[config.mk]
export PLATFORM = sky130hd
export DESIGN_NAME = serial_add_sequencer
export DESIGN_NICKNAME = d
export VERILOG_FILES = /design/src/rtl/serial_add_pkg.sv /design/src/rtl/half_adder_dataflow.sv /design/src/rtl/serial_add_sequencer.sv
export SDC_FILE = /design/constraint.sdc
export NUM_CORES = 1
export LEC_CHECK = 0
export CORE_ASPECT_RATIO = 0.75
export CORE_UTILIZATION = 65
export DETAILED_ROUTE_END_ITERATION = 8
export DONT_BUFFER_PORTS = 1
export PLACE_DENSITY = 0.84
export RECOVER_POWER = 50
export SETUP_SLACK_MARGIN = 0.05
export SLEW_MARGIN = 10
export SYNTH_ARGS = -nofsm -noshare
export SYNTH_HDL_FRONTEND = slang
export SYNTH_SLANG_ARGS = --single-unit
[constraint.sdc]
create_clock -name clk -period 5 [get_ports clk]
set_clock_uncertainty 0.1 [all_clocks]
set_input_delay 0.25 -clock clk [delete_from_list [all_inputs] [get_ports clk]]
set_output_delay 0.25 -clock clk [all_outputs]
set_load 0.03 [all_outputs]
[src/rtl/serial_add_pkg.sv]
// Shared types for the bit-serial adder sequencer.
// State encoding and counter sizing helper.
package serial_add_pkg;

  typedef enum logic [1:0] {
    IDLE,
    PASS1,
    PASS2,
    DONE
  } state_t;

  localparam int DEF_WIDTH = 8;

  function automatic int cnt_width(input int w);
    return (w > 1) ? $clog2(w) : 1;
  endfunction

endpackage

[src/rtl/half_adder_dataflow.sv]
// Dataflow half-adder cell.
// Sole arithmetic element of the serial adder.
module half_adder_dataflow (
  input  logic x,
  input  logic y,
  output logic s,
  output logic c
);

  assign s = x ^ y;
  assign c = x & y;

endmodule

[src/rtl/serial_add_sequencer.sv]
// Bit-serial ripple adder time-sharing one half-adder.
// Two half-adder passes per bit, valid/ready on both sides.
module serial_add_sequencer #(
  parameter int WIDTH = 8
) (
  input  logic             clk,
  input  logic             rst,
  input  logic             in_valid,
  output logic             in_ready,
  input  logic [WIDTH-1:0] a,
  input  logic [WIDTH-1:0] b,
  input  logic             cin,
  output logic             out_valid,
  input  logic             out_ready,
  output logic [WIDTH-1:0] sum,
  output logic             cout,
  output logic             busy
);

  import serial_add_pkg::*;

  localparam int CW = cnt_width(WIDTH);

  state_t state;
  state_t state_n;

  logic [CW-1:0]    cnt;
  logic [WIDTH-1:0] a_sr;
  logic [WIDTH-1:0] b_sr;
  logic [WIDTH-1:0] sum_sr;
  logic [WIDTH-1:0] sum_nx;
  logic             c;
  logic             s1;
  logic             c1;
  logic             ha_x;
  logic             ha_y;
  logic             ha_s;
  logic             ha_c;
  logic             last;

  assign last = (cnt == CW'(WIDTH - 1));

  half_adder_dataflow u_ha (
    .x (ha_x),
    .y (ha_y),
    .s (ha_s),
    .c (ha_c)
  );

  // Pass 1 adds the operand bits; pass 2 folds in the running carry.
  always_comb begin
    ha_x = a_sr[0];
    ha_y = b_sr[0];
    if (state == PASS2) begin
      ha_x = s1;
      ha_y = c;
    end
  end

  generate
    if (WIDTH == 1) begin : g_w1
      assign sum_nx = ha_s;
    end else begin : g_wn
      assign sum_nx = {ha_s, sum_sr[WIDTH-1:1]};
    end
  endgenerate

  always_ff @(posedge clk) begin
    if (rst) state <= IDLE;
    else     state <= state_n;
  end

  always_comb begin
    state_n = state;
    unique case (state)
      IDLE:    if (in_valid) state_n = PASS1;
      PASS1:   state_n = PASS2;
      PASS2:   state_n = last ? DONE : PASS1;
      DONE:    if (out_ready) state_n = IDLE;
      default: state_n = IDLE;
    endcase
  end

  always_ff @(posedge clk) begin
    if (rst) begin
      cnt    <= '0;
      a_sr   <= '0;
      b_sr   <= '0;
      sum_sr <= '0;
      c      <= 1'b0;
      s1     <= 1'b0;
      c1     <= 1'b0;
    end else begin
      unique case (state)
        IDLE: begin
          if (in_valid) begin
            a_sr <= a;
            b_sr <= b;
            c    <= cin;
            cnt  <= '0;
          end
        end
        PASS1: begin
          s1 <= ha_s;
          c1 <= ha_c;
        end
        PASS2: begin
          sum_sr <= sum_nx;
          c      <= c1 | ha_c;
          a_sr   <= a_sr >> 1;
          b_sr   <= b_sr >> 1;
          if (!last) cnt <= cnt + CW'(1);
        end
        DONE: ;
        default: ;
      endcase
    end
  end

  assign in_ready  = (state == IDLE) && !rst;
  assign out_valid = (state == DONE);
  assign busy      = (state != IDLE);
  assign sum       = sum_sr;
  assign cout      = c;

endmodule

==> summary.md, run 1 <==
| Metric | Value |
|---|---|
| CTS tree | `done` |
| Pin count of the biggest net entering global routing | `33` |
| Residual overflow from global routing | `0` |
| GRT Overall Usage | `about a quarter` |
| Fmax | `between 0.3 and 0.4 GHz` |
| Max cap viols | `0` |
| Worst setup EP type | `flop` |
| Hpwl dp | `~1800 um` |
| Via count | `~1100` |
| Setup repair after global routing missed its margin | `false` |
| Reg clk slew, reported paths | `0.09 ns` |
| # H-tree levels | `2` |
| Synth Register Bits | `32` |
| Synth async-reset ratio | `0%` |
| Worst setup path start | `state[1]` |
| Sink Count | `32` |
| Post_cts resized | `0` |
| Syn Area/Cell | `9.19 sq um` |
| Crit path required time | `between 5 and 6 ns` |
| Mux contribution to synthesized area | `a little over a tenth` |
| Synth Area in XOR/XNOR | `0%` |
| Minimum clock period | `2.78 ns` |
| Largest family of logic cells by synthesized area | `compound AO/OA/AOI/OAI gates` |
| Final Setup Violations | `0` |
| Worst hold margin | `0.00995 ns` |
| Row Count | `14` |
| Post-Synthesis Cells | `between 150 and 200` |
| Drt total wl | `about 2800 um` |
| Antenna violations before repair | `0` |
| Yosys warning total | `0` |
| Proportion of layout cells with a drive suffix above 1 | `between 10% and 20%` |
| Initial core utilization | `71.1%` |
| Top Ports | `33` |
| Synth area leader | `dfxtp_1` |
| Max VDD drop | `0.000229 V` |
| Top cell type's share of synthesized area | `a little over two fifths` |
| Synthesized cell area | `around 1500 sq um` |
| Final Util | `71.9%` |
| Commonest cells post-synth | `dfxtp_1, nand2_1, nor2_1` |
| Sum Neg Setup Slack | `0 ns` |
| End point of the critical path | `cout` |
| CTS max path bufs | `2` |
| Crit Reg-Reg Endpoint | `cout` |
| Count of final hold-check violations | `0` |
| Dominant synthesized flop cell | `dfxtp_1` |
| Routed via count divided by cell count | `5.96` |
| DP Cell Count | `about 170` |
| PwrDens | `319 nW/um^2` |
| Failing checks | `design-rule violations` |
| Vias in the first global route | `just over 1000` |
| Core area | `2070 sq um` |
| Post-Synth Simple-Gate Area | `between 10% and 20%` |
| Root cell of the clock tree | `clkbuf_4` |
| Residual DRC | `2` |
| CTS Buf Count | `5` |
| Post-synth EDFFs | `0` |
| Most frequent cell after synthesis | `dfxtp_1` |
| Relative slew margins | `23.1%` |
| Syn-to-layout area delta | `1.11%` |
| Tightest Pin Transition | `about 1.2 ns` |
| Worst setup SP type | `flop` |
| Final nets | `around 180` |
| HP Class | `input pin to flop` |
| R2R Setup Slk | `between 2 and 2.5 ns` |
| Fillers | `166` |
| Post-route ant nets | `0` |
| Synth cell types | `25` |
| DRT Pass-1 Iters | `6` |
| Syn Nets | `184` |
| Slew Viols, Final | `0` |
| R2r startpoint | `state[1]` |
| Finished Layout Cells | `approximately 180` |
| Pleak | `0.543 nW` |
| Setup CP Type | `flop to flop` |
| First-pass GRT wire length | `between 4000 and 5000 um` |
| DR iter-0 viols | `60` |
| Fin area | `approximately 1500 sq um` |
| Worst path arrival time | `2.90 ns` |
| Critical path fanouts, max | `27` |
| Period utilisation layout | `roughly 56%` |
| DIE AREA | `2460 sq um` |
| Area after detailed placement | `1410 sq um` |
| DIE WIDTH | `56.9 um` |
| Compound-Gate Fraction of Synth Area | `19.3%` |
| Die Y | `43.2 um` |
| # diodes | `0` |
| GPL Wtd Cong | `~0.78` |
| Status | `complete, but fails checks` |
| Clk Latency, worst-skew pair | `approximately 0.33 ns` |
| Sequential fraction of the synthesis area | `between 40% and 50%` |
| R2R depth | `7` |
| Top cells by area, synth | `dfxtp_1, mux2i_1, a211oi_2` |
| PortBufs | `0` |
| Synth Area in Adders | `under 10%` |
| Drt wl/cell | `between 15 and 20 um` |
==> logic make-up after synthesis <==
group,Yosys count
AO/OA/AOI/OAI,36
multiplexers,16
AND/OR/NAND/NOR,59
adder cells (fa/ha/maj),3
flip-flops,32
buffers and inverters,14
==> flip-flops by register name (all words and copies together) (netlist names) <==
signal and flops:
s1 1, cout 1, sum 8, c1 1, b_sr 8, cnt 3
state 2, a_sr 8
==> critical path, stage by stage (launching register included) <==
cell	delay, ns
dfxtp_1	1.10
nand2b_1	0.43
nand2_1	0.17
nand2_1	0.07
ha_1	0.20
or3b_1	0.38
a21oi_1	0.15
nor3_1	0.07
==> timing repair <==
item,4_1_cts,5_1_grt
hold endpoints to repair,32,0
buffers inserted,0,0
setup endpoints to repair,0,0
hold buffers,3,0
==> cells in the final DEF (no fill, tap or decap), drive strengths merged <==
master / instances
or3b: 2
nor2: 22
dlygate4sd3: 2
a32oi: 2
mux2i: 16
o21ai: 3
inv: 1
clkbuf: 5
o21bai: 1
nand2: 26
and3b: 1
a21oi: 15
nor2b: 1
o21ba: 1
and2: 1
a211oi: 14
buf: 1
nand2b: 4
nor3: 1
ha: 3
dfxtp: 32
nor3b: 1
==> where the power goes <==
group	switching [W]	internal, W	total, W
registers	0.0000163	0.000270	0.000286
clock network	0.0000768	0.0000468	0.000124
logic	0.0000374	0.0000275	0.0000649
==> cell type report <==
cell class	instances	area (sq um)	area share, %
clock buffer	5	37.5	2.53
inverter	1	3.75	0.253
multi-input combinational	114	734	49.4
sequential	32	641	43.1
tap	24	30.0	2.02
timing repair buffer	3	40.0	2.69
==> worst min-delay path by stage <==
| stage | from | endpoint | cells after the start |
|---|---|---|---|
| after floorplan | in_valid | a_sr[7] | 2 |
| after global placement | rst | b_sr[2] | 1 |
| after detailed placement | rst | b_sr[1] | 1 |
| after CTS | out_ready | state[0] | 2 |
| after global routing | out_ready | state[0] | 2 |
| final | out_ready | state[0] | 2 |
==> layer usage <==
metal | GRT usage [%] | part of all wire [%] | vias to the layer above
li1 | - | - | 543
met1 | 32.0 | 46 | 479
met2 | 38.8 | 44 | 39
met3 | 9.45 | 8.0 | 6
met4 | 13.7 | 1.8 | 0
met5 | 0 | 0 | -
==> per-stage QoR <==
stage                     setup WS, ns  total power [W]
after floorplan                   3.22         0.000349
after global placement            2.41         0.000345
after detailed placement          2.32         0.000349
after CTS                         2.26         0.000477
after global routing              1.99         0.000500
final                             2.22         0.000475
Note: power is estimated with default switching activity, not from simulation.
==> run 2: changes to the inputs <==
--- a/config.mk
+++ b/config.mk
@@ -6,10 +6,10 @@
 export NUM_CORES = 1
 export LEC_CHECK = 0
 export CORE_ASPECT_RATIO = 0.75
-export CORE_UTILIZATION = 65
+export CORE_UTILIZATION = 61
 export DETAILED_ROUTE_END_ITERATION = 8
 export DONT_BUFFER_PORTS = 1
-export PLACE_DENSITY = 0.84
+export PLACE_DENSITY = 0.8
 export RECOVER_POWER = 50
 export SETUP_SLACK_MARGIN = 0.05
 export SLEW_MARGIN = 10
==> constraint.sdc (replaced) <==
create_clock -name clk -period 2.7 [get_ports clk]
set_clock_uncertainty 0.1 [all_clocks]
set_input_delay 0.135 -clock clk [delete_from_list [all_inputs] [get_ports clk]]
set_output_delay 0.135 -clock clk [all_outputs]
set_load 0.03 [all_outputs]
==> run 2 against run 1 <==
The flow now finishes without violations. Global-route usage rose by 1.5 points. Clock power increased by 100%. Register-to-register slack worse by 1.7 ns. Total power is 95% higher. First-iteration DRC count is 30% higher. Combinational power is 140% higher. Critical path depth fell by 3. Cell count is 17% higher. Largest cell class unchanged.
==> summary.md, run 2 (same netlist as run 1, synthesis figures left out) <==
| Metric | Value |
|---|---|
| Status | `finished, final reports clean` |
| Top Ports | `33` |
| Pleak | `around 0.64 nW` |
| Crit Reg-Reg Endpoint | `b_sr[1]` |
| Worst path arrival time | `2.32 ns` |
| Max cap viols | `0` |
| Core area | `between 2000 and 2500 sq um` |
| Relative slew margins | `a little under two thirds` |
| Minimum clock period | `2.15 ns` |
| Worst path cell trace | `o21ba_1, nor2_1, a211oi_2, dlygate4sd3_1` |
| CTS max path bufs | `2` |
| Hpwl dp | `~1900 um` |
| Initial core utilization | `between 60 and 70%` |
| DR iter-0 viols | `78` |
| Hold Path Depth | `2` |
| Drt wl/cell | `14.9 um` |
| DIE AREA | `2610 sq um` |
| Vias in the first global route | `about 1100` |
| Crit path required time | `about 2.9 ns` |
| PwrDens | `between 500 and 600 nW/um^2` |
| Count of final hold-check violations | `0` |
| R2R depth | `4` |
| DIE WIDTH | `around 60 um` |
| Hold wc startpoint | `a[0]` |
| CTS Buf Count | `5` |
| Die Y | `44.5 um` |
| Via count | `~1200` |
| Worst path max stage delay | `between 0.5 and 0.6 ns` |
| Sink Count | `32` |
| Post-CTS setup buffers | `0` |
| GRT Overall Usage | `about 27%` |
| Worst setup SP type | `flop` |
| Proportion of layout cells with a drive suffix above 1 | `12.4%` |
| PortBufs | `0` |
| First-pass GRT wire length | `a little over 5000 um` |
| Combinational Power Share | `between 10% and 20%` |
| Most common cell after layout, fill and taps aside | `dfxtp_1` |
| Setup repair after global routing missed its margin | `false` |
| CTS tree | `done` |
| Pin count of the biggest net entering global routing | `33` |
| Slew Viols, Final | `0` |
| Final WS setup | `0.552 ns` |
| Critical path fanouts, max | `14` |
| Sum Neg Setup Slack | `0 ns` |
| # H-tree levels | `2` |
| Fillers | `153` |
| Reg clk slew, reported paths | `approximately 0.10 ns` |
| Slowest cell on crit path | `dfxtp_1` |
| Residual overflow from global routing | `0` |
| Fin area | `1700 sq um` |
| Post_cts resized | `0` |
| Routed via count divided by cell count | `around 5.6` |
| R2r startpoint | `state[1]` |
| Root cell of the clock tree | `clkbuf_4` |
| Worst path top cell family by delay | `compound AO/OA/AOI/OAI gates` |
| Max VDD drop | `roughly 0.0003 V` |
| GPL Wtd Cong | `~0.8` |
| Tightest Pin Transition | `roughly 0.54 ns` |
| DRT Pass-1 Iters | `4` |
| Final Setup Violations | `0` |
| CTS Hold Bufs | `19` |
| Drt total wl | `3110 um` |
| Hold Path End | `a_sr[0]` |
| Post-route ant nets | `0` |
| HP Class | `input pin to flop` |
| Residual DRC | `0` |
| Design Power | `0.000928 W` |
| Switching share of power | `around 28%` |
| Final nets | `roughly 200` |
| Row Count | `14` |
| Antenna violations before repair | `0` |
| Seq pwr share | `between 50% and 60%` |
| # diodes | `0` |
| Fmax | `between 0.4 and 0.5 GHz` |
| R2R Setup Slk | `approximately 0.55 ns` |
| Setup CP Type | `flop to flop` |
| Most frequent cells in the layout | `dfxtp_1, nand2_1, nor2_1` |
| Area after detailed placement | `1450 sq um` |
| Clk pwr share | `~27%` |
| Worst setup EP type | `flop` |
| Critical path buffers and inverters | `1` |
| Syn-to-layout area delta | `15.6%` |
| Period utilisation layout | `between 70% and 80%` |
| Clk Latency, worst-skew pair | `roughly 0.33 ns` |
| Pint | `between 0.0006 and 0.0007 W` |
| Net Switching | `0.000262 W` |
| Pre-CTS WS | `~0.63 ns` |
==> run 2: layout make-up <==
type | instances | area, sq um | share of cell area (%)
timing repair buffer | 23 | 230 | 13.5
multi-input combinational | 114 | 738 | 43.4
inverter | 1 | 3.75 | 0.221
clock buffer | 6 | 41.3 | 2.43
tap | 32 | 40.0 | 2.36
clock inverter | 1 | 5.00 | 0.295
sequential | 32 | 641 | 37.7
==> run 2: worst max path at each step <==
stage,start,end,cells past startpoint
floorplan,state[0],cout,9
global placement,state[1],cout,7
detailed placement,state[1],cout,7
CTS,state[1],cout,7
global route,state[1],b_sr[1],4
finish,state[1],b_sr[1],4
==> run 2: metal layers <==
| layer | vias to the layer above | global-route usage, % | share of wire, % |
|---|---|---|---|
| li1 | 586 | - | - |
| met1 | 542 | 31.8 | 48 |
| met2 | 29 | 46.4 | 46 |
| met3 | 6 | 9.65 | 4.9 |
| met4 | 0 | 10.0 | 1.3 |
| met5 | - | 0 | 0 |
==> run 2: through the flow <==
stage / cells / utilization, % / hold slack [ns]
6_report: 209 / 79.5 / 0.0398
3_5_place_dp: 183 / 68.0 / 0.103
5_1_grt: 209 / 79.5 / 0.0356
4_1_cts: 209 / 79.5 / 0.0378
3_3_place_gp: 183 / 68.0 / 0.103
2_1_floorplan: 160 / - / 0.201
==> run 2: power groups by stage <==
stage / Clock, W / Combinational, W / Sequential, W
5_1_grt: 0.000271 / 0.000170 / 0.000528
6_report: 0.000249 / 0.000155 / 0.000524
3_3_place_gp: 0 / 0.000111 / 0.000533
3_5_place_dp: 0 / 0.000118 / 0.000534
2_1_floorplan: 0 / 0.000119 / 0.000526
4_1_cts: 0.000252 / 0.000152 / 0.000524
